File: config.mk
export PLATFORM = sky130hd
export DESIGN_NAME = dffq_pipe
export DESIGN_NICKNAME = d
export VERILOG_FILES = /design/src/rtl/dffq_pipe.sv
export SDC_FILE = /design/constraint.sdc
export NUM_CORES = 1
export LEC_CHECK = 0
export CAP_MARGIN = 20
export CORE_MARGIN = 3
export CORE_UTILIZATION = 44
export CTS_BUF_LIST = sky130_fd_sc_hd__clkbuf_8 sky130_fd_sc_hd__clkbuf_16
export CTS_CLUSTER_DIAMETER = 30
export DETAILED_ROUTE_END_ITERATION = 6
export PLACE_DENSITY = 0.78
export SYNTH_ARGS = -nofsm -noshare
export SYNTH_HDL_FRONTEND = slang
export SYNTH_SLANG_ARGS = --single-unit
File: constraint.sdc
create_clock -name CLK -period 2.45 [get_ports CLK]
set_input_delay 0.245 -clock CLK [delete_from_list [all_inputs] [get_ports CLK]]
set_output_delay 0.245 -clock CLK [all_outputs]
set_load 0.01 [all_outputs]
File: src/rtl/dffq_pipe.sv
// DEPTH-stage register pipeline with valid/ready handshake, bubble collapsing,
// synchronous flush and a registered occupancy count.
`ifndef BIT_DATA
`define BIT_DATA 8
`endif

module dffq_pipe #(
    parameter int WIDTH = `BIT_DATA,
    parameter int DEPTH = 4,
    parameter int CNT_W = $clog2(DEPTH + 1)
) (
    input  logic             CLK,
    input  logic             RSTN,
    input  logic             FLUSH,
    input  logic             IN_VALID,
    input  logic [WIDTH-1:0] IN_DATA,
    output logic             IN_READY,
    output logic             OUT_VALID,
    output logic [WIDTH-1:0] OUT_DATA,
    input  logic             OUT_READY,
    output logic [CNT_W-1:0] COUNT
);

    logic [DEPTH-1:0] v;
    logic [WIDTH-1:0] d [DEPTH];
    logic [DEPTH-1:0] vp;
    logic [WIDTH-1:0] dp [DEPTH];
    logic [DEPTH:0]   r;
    logic [CNT_W-1:0] count;
    logic             in_xfer;
    logic             out_xfer;

    // Predecessor of each stage; stage 0 is fed straight from the upstream port.
    assign vp[0] = IN_VALID;
    assign dp[0] = IN_DATA;
    for (genvar i = 1; i < DEPTH; i++) begin : g_prev
        assign vp[i] = v[i-1];
        assign dp[i] = d[i-1];
    end

    // Ready ripples backwards from the output; an empty stage is always ready,
    // which is what lets data close up bubbles while the output is stalled.
    always_comb begin
        logic acc;
        acc = OUT_READY;
        r   = '0;
        r[DEPTH] = OUT_READY;
        for (int i = DEPTH - 1; i >= 0; i--) begin
            acc  = ~v[i] | acc;
            r[i] = acc;
        end
    end

    assign in_xfer  = IN_VALID & r[0];
    assign out_xfer = v[DEPTH-1] & OUT_READY;

    always_ff @(posedge CLK or negedge RSTN) begin
        if (!RSTN) begin
            v     <= '0;
            count <= '0;
            for (int i = 0; i < DEPTH; i++) begin
                d[i] <= '0;
            end
        end else if (FLUSH) begin
            v     <= '0;
            count <= '0;
        end else begin
            for (int i = 0; i < DEPTH; i++) begin
                if (r[i]) begin
                    v[i] <= vp[i];
                    // Data only moves with a valid word behind it to limit toggling.
                    if (vp[i]) begin
                        d[i] <= dp[i];
                    end
                end
            end
            count <= count + CNT_W'(in_xfer) - CNT_W'(out_xfer);
        end
    end

    assign IN_READY  = r[0];
    assign OUT_VALID = v[DEPTH-1];
    assign OUT_DATA  = d[DEPTH-1];
    assign COUNT     = count;

endmodule
# Word level (Yosys, flattened, before mapping)
# Index checks and enable logic that the tools add are counted.
# Widths: inputs -> output; s select.
# word_totals
output_inout_bits,13
word_cells,36
ff_bits,39
input_bits,13
# op_classes
reduce_logical,8
addsub,2
n_bitwise,11
n_mux,6
# ops
cell,n
$reduce_and 3->1,4
$reduce_bool 2->1,4
$not 1->1,5
$mux 1,4
$mux 4,1
$or 1x1->1,4
$add 3x1->3,1
$mux 3,1
$sub 3x1->3,1
$and 1x1->1,2

# Longest topological paths before layout
# Gate-level depths: netlist of run 1.
# logic_depth
depth_word,9
mapped_depth,11
ltp_nobuf,10

# Worst setup path before layout of run 1
# No wires, ideal clock.
# synth_timing
path_type,register -> register
from,register v[3]
to,"register count[2], in the netlist COUNT[2]"
arrival_time_ps,1927
setup_ps,133
period_less_slack_ps,2059
n_path_buf,1
path_slack_ps,391
required_ps,2317
stages_incl_launch_ff,12
path_cell_list,dfrtp_1 -> and4b_1 -> buf_6 -> nand2_1 -> nand2_1 -> ha_1 -> inv_1 -> ha_1 -> inv_1 -> fa_1 -> xnor2_1 -> nor2_1
# synth_via
elab_chain_cells,9
elab_cells_between_ends,10
cone_classes,add/sub: 2; mux: 1; bitwise: 7
# synth_lines
item,line,text
start: declaration,24,logic [DEPTH-1:0] v;
start signal: indexed assignment,70,v[i] <= vp[i];
$not 1->1,49,acc = ~v[i] | acc;
$or 1x1->1 (4 in a row),49,
via IN_READY,17,"output logic IN_READY,"
$and 1x1->1,54,assign in_xfer = IN_VALID & r[0];
$add 3x1->3,77,count <= count + CNT_W'(in_xfer) - CNT_W'(out_xfer);
$sub 3x1->3,77,
$mux 3,64,end else if (FLUSH) begin
end signal: assignment,77,
end: declaration,29,logic [CNT_W-1:0] count;
# The timed path passes the listed nets, and every way through them passes these cells.
# A chain may end at the register's enable or synchronous reset.

# Final worst setup path of run 1
# layout_timing
from,input OUT_READY
to,"register count[2], in the netlist COUNT[2]"
# layout_via
elab_chain_cells,8
elab_cells_between_ends,9
cone_classes,add/sub: 2; mux: 1; bitwise: 6
# layout_lines
item,line,text
start: declaration,20,"input logic OUT_READY,"
$or 1x1->1 (4 in a row),49,
$and 1x1->1,54,
$add 3x1->3,77,
$sub 3x1->3 *,77,
$mux 3 *,64,
# Mark *: on every way between the ends. The rest lies on a longest branch, timed or not.

==> results.md, run 1 <==
* Run status: complete, no violations
* Fin crit share at between 80 and 90%
* Syn. warnings at 0
* Crit path kind: primary input to flip-flop
* Routed WL at approximately 2400 um
* WP data required at about 2600 ps
* Vias at 867
* Area of the core at 3470 um^2
* Setup TNS at 0 ps
* Largest net degree at the start of global routing at 40
* CP cell instances: clkdlybuf4s50_1, and4b_1, nand2_1, nand2_1, ha_1, inv_1, ha_1, inv_1, fa_1, xnor2_1, nor2_1
* Layout area overhead at 18.7%
* Net Sw Frac at 24.9%
* Total power at 1700 uW
* Count of final max-slew check failures at 0
* Synth area leaders: dfrtp_1, mux2_2, mux2_4
* Commonest non-fill, non-tap cell in the layout: dfrtp_1
* Clock tree buffer depth at 2
* Register area at 976 um^2
* Post-synthesis simple-gate area fraction at 5.74%
* Port Buffers at 25
* Filler instances at 290
* Die Ht at 67.3 um
* Pwr/cell area at 864 nW/um^2
* Post-layout util at 56.7%
* Synth area leader: dfrtp_1
* Post-route DRC at 0
* Die area at 4530 um^2
* GRT Residual Overflow at 0
* Logic pwr share at 22.9%
* CTS clk-pin slew, worst paths at roughly 70 ps
* Post-CTS Repair Setup Buffers at 0
* CTS tree: built
* Antenna violations before repair at 0
* Clk_skew at roughly 5.4 ps
* Synthesized instance count at between 100 and 150
* Routed wire per std cell at 13.1 um
* IO Pins at 26
* N_diodes at 0
* Routability cong. at 0.771
* Mux contribution to synthesized area at 23.6%
* Final non-filler cell total at 181
* Net total in the final layout at 150
* Most frequent cells in the layout: dfrtp_1, mux2_2, clkdlybuf4s50_1
* Post-synth top area share at 59.0%
* ANT nets after route at 0
* Crit path largest cell delay at about 480 ps
* Pint at 1280 uW
* Max Fclk at 0.500 GHz
* Post-synthesis adder-cell area fraction at 2.72%
* Register area share after synthesis at 59.0%
* Reg power frac at 53.4%
* 1st-iter DRT viols at 21
* Post-synthesis compound-gate area fraction at 1.74%
* Setup ws final at 450 ps
* Crit path time final at 2000 ps
* CP arrival at about 2200 ps
* Clock share of power at approximately a quarter
* Hold WC Path Type: primary input to asynchronous set/reset pin
* Synth Cell Area at between 1500 and 2000 um^2
* Worst Tran Pin Value at between 800 and 900 ps
* Die Width at about 67 um
* Worst slew margin at between 40 and 50%
* Hold buffer count at cts at 0
* Pre-CTS setup slack at 130 ps
* Row cnt at 21
* TritonCTS Buffers at 5
* Layout cells sized above 1 at 34.1%
* Final hold violations at 0
* Final setup violation count at 0
* H-Tree Depth at 2
* Tot GR Track Use at 13.0%
* Root Buffer: clkbuf_8
* Vias in the first global route at about 950
* CTS sink cnt at 39
* RSZ-0062 raised after global routing: false
* Maximum vdd drop at 318 uV
* Switching Power at 423 uW
* Worst path slowest cell: clkdlybuf4s50_1
* DP HPWL at 1810 um
* Mapped Avg Cell Area at 14.8 um^2
* First-pass GRT wire length at 4310 um
* Initial core utilization at 47.7%
* # resized after CTS at 0
* Library cells used by synthesis at 24
* Skew-Pair Late Insertion Delay at about 280 ps
* Drt via density at 4.79
* Inst Count DP at 173
* Setup crit start kind: primary input
* First-pass DRT Iterations at 3
* Max Cap Viol at 0
* Crit Path Max Fanout at 3
* Post-synthesis xor/xnor area fraction at between 1 and 1.5%
* P_leak at 0.000909 uW
* Multi-input logic area at roughly 580 um^2
* Seq cells post-synth at 39
* Setup crit end kind: flip-flop
* Largest family of logic cells by synthesized area: multiplexers
* Syn Nets at 128
## final timing paths
| kind | start | end | slack (ps) | cells after the start |
|---|---|---|---|---|
| min in group CLK | d[25] | d[17] | 500 | 1 |
| max in group asynchronous | RSTN | d[26] | 1870 | 1 |
| worst min register to register | d[25] | d[17] | 500 | 1 |
| worst max register to register | v[2] | COUNT[2] | 460 | 10 |
| worst max-delay path | OUT_READY | COUNT[2] | 450 | 11 |
| worst min-delay path | RSTN | COUNT[1] | 60 | 1 |
## synth_stat cells
master,instances
a211o_2,1
a21oi_1,2
a21oi_2,1
and2_1,1
and2b_1,1
and4b_1,1
buf_2,1
buf_4,8
buf_6,2
clkbuf_1,1
dfrtp_1,39
fa_1,1
ha_1,2
inv_1,3
mux2_2,24
mux2_4,8
nand2_1,2
nand2b_1,1
nor2_1,8
nor2b_1,1
nor3b_2,1
or3b_1,1
xnor2_1,1
xor2_1,1
## through the flow
stage                     hold WS (ps)  area [um^2]
after floorplan                  -50.6         1660
after global placement             364         1880
after global routing               127         1970
after detailed placement           393         1880
after CTS                         81.9         1970
final                             63.1         1970
## cells by family after synthesis
logic type / after synthesis
AOI/OAI and AO/OA: 4
DFF: 39
adders and majority gates: 3
xor gates and xnor gates: 2
muxes: 32
and+or+nand+nor: 17
buffers and inverters: 15
## state kept, by name (all words and copies together) (netlist names)
| name | flops |
|---|---|
| COUNT | 3 |
| OUT_DATA | 8 |
| d | 24 |
| v | 4 |
## worst max-delay path, delay by kind of cell
family                   cells  cell delay [ps]
adder cells (fa/ha/maj)      3              760
AND/OR/NAND/NOR              4              400
XOR/XNOR                     1              160
buffers and inverters        3              580
## area by class of cell
type | count | share of cell area, %
multi-input combinational | 58 | 29.3
sequential | 39 | 49.6
timing repair buffer | 27 | 13.2
tap | 46 | 2.93
inverter | 3 | 0.573
clock buffer | 5 | 3.50
clock inverter | 3 | 0.764
## power groups by stage
stage / logic [uW] / registers [uW] / clock network (uW)
after CTS: 396 / 908 / 421
final: 388 / 907 / 403
after global placement: 379 / 909 / 0
after detailed placement: 394 / 922 / 0
after floorplan: 296 / 889 / 0
after global routing: 426 / 929 / 453
## per-layer routing
metal | wire [um] | up-vias | global-route usage, %
met4 | 48 | 0 | 6.84
met1 | 1040 | 425 | 16.1
met3 | 117 | 5 | 4.33
li1 | - | 419 | -
met2 | 1170 | 18 | 20.2
met5 | 0 | - | 0
Power figures use the tool's default switching activity.
==> run 2, diff against run 1 <==
- PLACE_DENSITY: 0.78 -> 0.81
- clock period: 2.45 -> 1.7 ns (I/O delays scaled with it)
==> results.md, run 2 (same netlist as run 1, synthesis figures left out) <==
* Run status: finished with violations
* Failing checks: hold timing, setup timing
* Worst path slowest cell: fa_2
* Final setup violation count at 10 (+10)
* Clk_skew at 6.69 ps (+1.30 ps)
* Hold WS at -19.9 ps (-83.0 ps)
* Largest register by flop count: d
* First-pass DRT Iterations at 4 (+1)
* CP delay by family, top: adder cells
* Max Cap Viol at 0 (unchanged)
* Post-route DRC at 0 (unchanged)
* TritonCTS Buffers at 5 (unchanged)
* Fin crit share at 112%
* CP cell instances: and4b_2, nand2_4, nand2_4, ha_4, inv_4, ha_4, inv_2, fa_2, nor2_2
* Most frequent cells in the layout: dfrtp_1, clkdlybuf4s50_1, mux2_2
* CTS tree: built
* Final non-filler cell total at 192 (+6.1%)
* RR Endpoint: COUNT[1]
* Setup TNS at -1600 ps (-1600 ps)
* CTS clk-pin slew, worst paths at 70 ps (about the same)
* First-pass GRT wire length at 4720 um (+9.4%)
* Crit path kind: flip-flop to flip-flop
* Die Ht at 67.3 um (unchanged)
* WP data required at 1910 ps (-700 ps)
* Commonest non-fill, non-tap cell in the layout: dfrtp_1
* IO Pins at 26 (unchanged)
* Post-layout util at 62.2% (+5.5 points)
* Hold WC Path Type: primary input to asynchronous set/reset pin
* Crit path time final at 1900 ps
* CTS sink cnt at 39 (unchanged)
* Setup ws final at -198 ps (-648 ps)
* Worst Tran Pin Value at 820 ps (-13.9 ps)
* Maximum vdd drop at 635 uV (+100%)
* Port Buffers at 25 (unchanged)
* Area of the core at 3470 um^2 (unchanged)
* Net total in the final layout at 161 (+7.3%)
* R2r startpoint: v[1]
* Setup crit end kind: flip-flop
* Critical Path Start: v[1]
* Crit Path Max Fanout at 3 (unchanged)
* Setup crit start kind: flip-flop
* P_leak at 0.00100 uW (+10%)
* Count of final max-slew check failures at 0 (unchanged)
* Layout area overhead at 30.3%
* Routability cong. at 0.779 (+1.0%)
* Layout cells sized above 1 at 47.3% (+13 points)
* CP arrival at 2110 ps (-50 ps)
* H-Tree Depth at 2 (unchanged)
* Total power at 2520 uW (+48%)
* Tot GR Track Use at 14.2% (+1.1 points)
* Root Buffer: clkbuf_8
* Skew-Pair Late Insertion Delay at 280 ps (about the same)
* Die area at 4530 um^2 (unchanged)
* Routed wire per std cell at 14.3 um (+8.9%)
* N_diodes at 0 (unchanged)
* Worst slew margin at 45.4% (+0.92 points)
* 1st-iter DRT viols at 7 (-67%)
* GRT Residual Overflow at 0 (unchanged)
* DP Area at 1950 um^2 (+3.7%)
* WP buf/inv at 2 (-1)
* Reg2Reg Setup Slack at -200 ps (-660 ps)
* ANT nets after route at 0 (unchanged)
* Antenna violations before repair at 0 (unchanged)
* Final instance area at 2160 um^2 (+9.7%)
* Pwr/cell area at 1170 nW/um^2 (+35%)
* Row cnt at 21 (unchanged)
* DP HPWL at 1780 um (-1.7%)
* Largest net degree at the start of global routing at 40 (unchanged)
* Max Fclk at 0.527 GHz
* Vias in the first global route at 973 (+2.2%)
* Die Width at 67.3 um (unchanged)
* Largest register FFs at 24 (unchanged)
* FF-to-FF path depth at 9 (-1)
* Crit path largest cell delay at 430 ps (-50 ps)
* Clock tree buffer depth at 2 (unchanged)
* Routed WL at 2740 um (+16%)
* Inst Count DP at 181 (+4.6%)
* Drt via density at 4.72 (-1.5%)
* RSZ-0062 raised after global routing: true
* Final hold violations at 39 (+39)
* Initial core utilization at 47.7% (unchanged)
* Vias at 906 (+4.5%)
-- run 2: cell types whose count changed in the layout (fill, tap and decap cells not counted), sizes merged --
cell,previous run,this run
clkdlybuf4s50,24,22
buf,3,15
dlygate4sd2,0,1
clkinvlp,0,2
clkinv,3,1
-- run 2: timing repair --
item	4_1_cts	5_1_grt
hold buffers	0	0
setup endpoints to repair	11	19
resized for setup	18	15
hold endpoints to repair	0	0
pin swaps	6	6
buffers inserted	4	1
cloned	0	0
-- run 2: where the power goes --
part	leakage, uW	internal, uW	switching, uW
sequential	0.000485	1170	135
combinational	0.000479	421	195
clock	0.0000402	285	311
-- run 2: worst reg2reg max path, stage by stage, from the launching register on --
cell and delay (ps):
dfrtp_1 390, and4b_2 280, nand2_4 90, nand2_4 50, ha_4 280, inv_4 30, ha_4 140, inv_2 50
fa_2 430, nor2_2 100
-- run 2: through the flow --
stage          hold WS [ps]  worst slack [ps]
2_1_floorplan          -126              -297
3_3_place_gp            287              -454
3_5_place_dp            313              -511
4_1_cts                6.05              -191
5_1_grt                28.8              -258
6_report              -19.9              -198
-- run 2: worst max-delay path by stage --
stage	cells after the start	end	slack, ps
5_1_grt	9	COUNT[1]	-260
3_5_place_dp	10	COUNT[1]	-510
2_1_floorplan	10	COUNT[1]	-300
6_report	9	COUNT[1]	-200
4_1_cts	9	COUNT[1]	-190
3_3_place_gp	10	COUNT[1]	-450
-- run 2: area by class of cell --
cell class	count	area (um^2)
multi-input combinational	58	667
timing repair buffer	38	354
sequential	39	976
clock inverter	3	20.0
fill	245	1310
clock buffer	5	68.8
tap	46	57.6
inverter	3	13.8
-- run 2: layer usage --
metal  global-route usage [%]  vias to the layer above  wire length [um]
li1                         -                      440                 -
met1                     17.6                      444              1200
met2                     23.6                       18              1410
met3                     3.66                        4                78
met4                     5.57                        0                52
met5                        0                        -                 0
==> run 3, diff against run 2 <==
- CORE_MARGIN: 3 -> 10
==> results.md, run 3 (same netlist as run 1, synthesis figures left out) <==
* Hold WS at 473 ps (+493 ps)
* Max Cap Viol at 0 (unchanged)
* Row cnt at 22 (+4.8%)
* Failing checks: setup timing
* Skew-Pair Late Insertion Delay at 280 ps (about the same)
* Routed wire per std cell at 16.4 um (+15%)
* Logic pwr share at 24.3% (-0.2 points)
* TritonCTS Buffers at 5 (unchanged)
* Reg power frac at 51.4% (-0.5 points)
* CTS sink cnt at 39 (unchanged)
* Worst Tran Pin Value at 474 ps (-346 ps)
* Post-layout util at 59.7% (-2.5 points)
* Tot GR Track Use at 10.3% (-3.8 points)
* Vias in the first global route at 1048 (+7.7%)
* Area of the core at 3660 um^2 (+5.6%)
* Largest register FFs at 24 (unchanged)
* Crit Path Max Fanout at 3 (unchanged)
* Clock tree buffer depth at 2 (unchanged)
* Count of final max-slew check failures at 0 (unchanged)
* Most frequent cells in the layout: dfrtp_1, clkdlybuf4s50_1, mux2_2
* H-Tree Depth at 2 (unchanged)
* Layout area overhead at 32.0%
* Maximum vdd drop at 619 uV (-2.4%)
* Initial core utilization at 45.2% (-2.5 points)
* Crit path kind: primary input to flip-flop
* Largest register by flop count: d
* Routed WL at 3240 um (+18%)
* Pwr/cell area at 1170 nW/um^2 (+0.19%)
* Vias at 980 (+8.2%)
* Post-route DRC at 0 (unchanged)
* Net Sw Frac at 25.2% (-0.24 points)
* Setup ws final at -225 ps (-27.0 ps)
* IO Pins at 26 (unchanged)
* Crit path time final at 1930 ps (+27.0 ps)
* First-pass GRT wire length at 5140 um (+8.9%)
* 1st-iter DRT viols at 64 (+57)
* Port Buffers at 25 (unchanged)
* First-pass DRT Iterations at 4 (unchanged)
* CTS clk-pin slew, worst paths at 70 ps (about the same)
* P_leak at 0.00102 uW (+2.1%)
* Die area at 6620 um^2 (+46%)
* WP data required at 1880 ps (-30 ps)
* Drt via density at 4.95 (+4.9%)
* Commonest non-fill, non-tap cell in the layout: dfrtp_1
* Pint at 1910 uW (+1.8%)
* CP arrival at 2110 ps (about the same)
* Clk_skew at 3.30 ps (-3.39 ps)
* Final hold violations at 0 (-100%)
* N_diodes at 0 (unchanged)
* Worst slew margin at 68.4% (+23 points)
* Largest net degree at the start of global routing at 40 (unchanged)
* Net total in the final layout at 166 (+3.1%)
* Routability cong. at 0.768 (-1.4%)
* Final setup violation count at 10 (unchanged)
* Root Buffer: clkbuf_8
* Die Ht at 81.3 um (+21%)
* Total power at 2560 uW (+1.5%)
* ANT nets after route at 0 (unchanged)
* Clock share of power at 24.2% (+0.5 points)
* GRT Residual Overflow at 0 (unchanged)
* Antenna violations before repair at 0 (unchanged)
* Run status: finished with violations
* Filler instances at 275 (+12%)
* Max Fclk at 0.519 GHz (-1.4%)
* Die Width at 81.3 um (+21%)
* Layout cells sized above 1 at 46.0% (-1.3 points)
* Fin crit share at 113% (+1.6 points)
* Switching Power at 645 uW (+0.50%)
* CTS tree: built
* Setup crit end kind: flip-flop
* Setup crit start kind: primary input
* RSZ-0062 raised after global routing: true
* Hold WC Path Type: primary input to asynchronous set/reset pin
-- run 3: final cells by class --
cell class	count	area, um^2	share of cell area [%]
clock inverters	1	5.00	0.229
clock buffers	6	82.6	3.78
repair buffers	43	397	18.2
inverters	3	11.3	0.515
well taps	48	60.1	2.75
flip-flops and latches	39	976	44.7
multi-input cells	58	653	29.9
-- run 3: worst max-delay path, stage by stage --
cell	delay [ps]
clkdlybuf4s50_1	510
and4b_2	280
nand2_4	90
nand2_4	50
ha_4	230
inv_2	60
ha_4	120
inv_2	30
fa_2	520
nor2_2	40
-- run 3: through the flow --
stage / cell area [um^2] / TNS, ps / cells / setup WS [ps]
finish: 2180 / -1970 / 198 / -225
global route: 2180 / -2280 / 198 / -262
CTS: 2140 / -1410 / 197 / -186
detailed placement: 1980 / -5220 / 186 / -535
global placement: 1980 / -4130 / 186 / -454
floorplan: 1670 / -552 / 112 / -297
-- run 3: timing repair --
| action | 4_1_cts | 5_1_grt |
|---|---|---|
| hold buffers | 1 | 0 |
| resized for setup | 11 | 11 |
| buffers inserted | 3 | 2 |
| hold endpoints to repair | 39 | 0 |
| pin swaps | 4 | 3 |
| endpoints found under the setup margin | 11 | 18 |
-- run 3: worst paths after layout --
check                             from           to  slack [ps]  depth (start not counted)
setup / recovery             OUT_READY     COUNT[1]        -230                         10
hold / removal                    RSTN        d[20]         470                          3
setup reg to reg                  v[1]     COUNT[1]        -220                          9
hold reg to reg            OUT_DATA[7]  OUT_DATA[7]         510                          1
max in group asynchronous         RSTN  OUT_DATA[3]         890                          3
min in group CLK            IN_DATA[4]        d[28]         500                          2
-- run 3: layer usage --
layer  wire (um)  GRT usage [%]
met5           0              0
met4          70           5.36
met3         191           4.30
met2        1730           16.9
met1        1250           11.2
-- run 3: power by group through the flow --
stage          registers [uW]  clock network, uW  logic, uW
2_1_floorplan            1280                  0        427
3_3_place_gp             1310                  0        570
3_5_place_dp             1330                  0        598
4_1_cts                  1320                634        610
5_1_grt                  1350                681        669
6_report                 1320                620        622
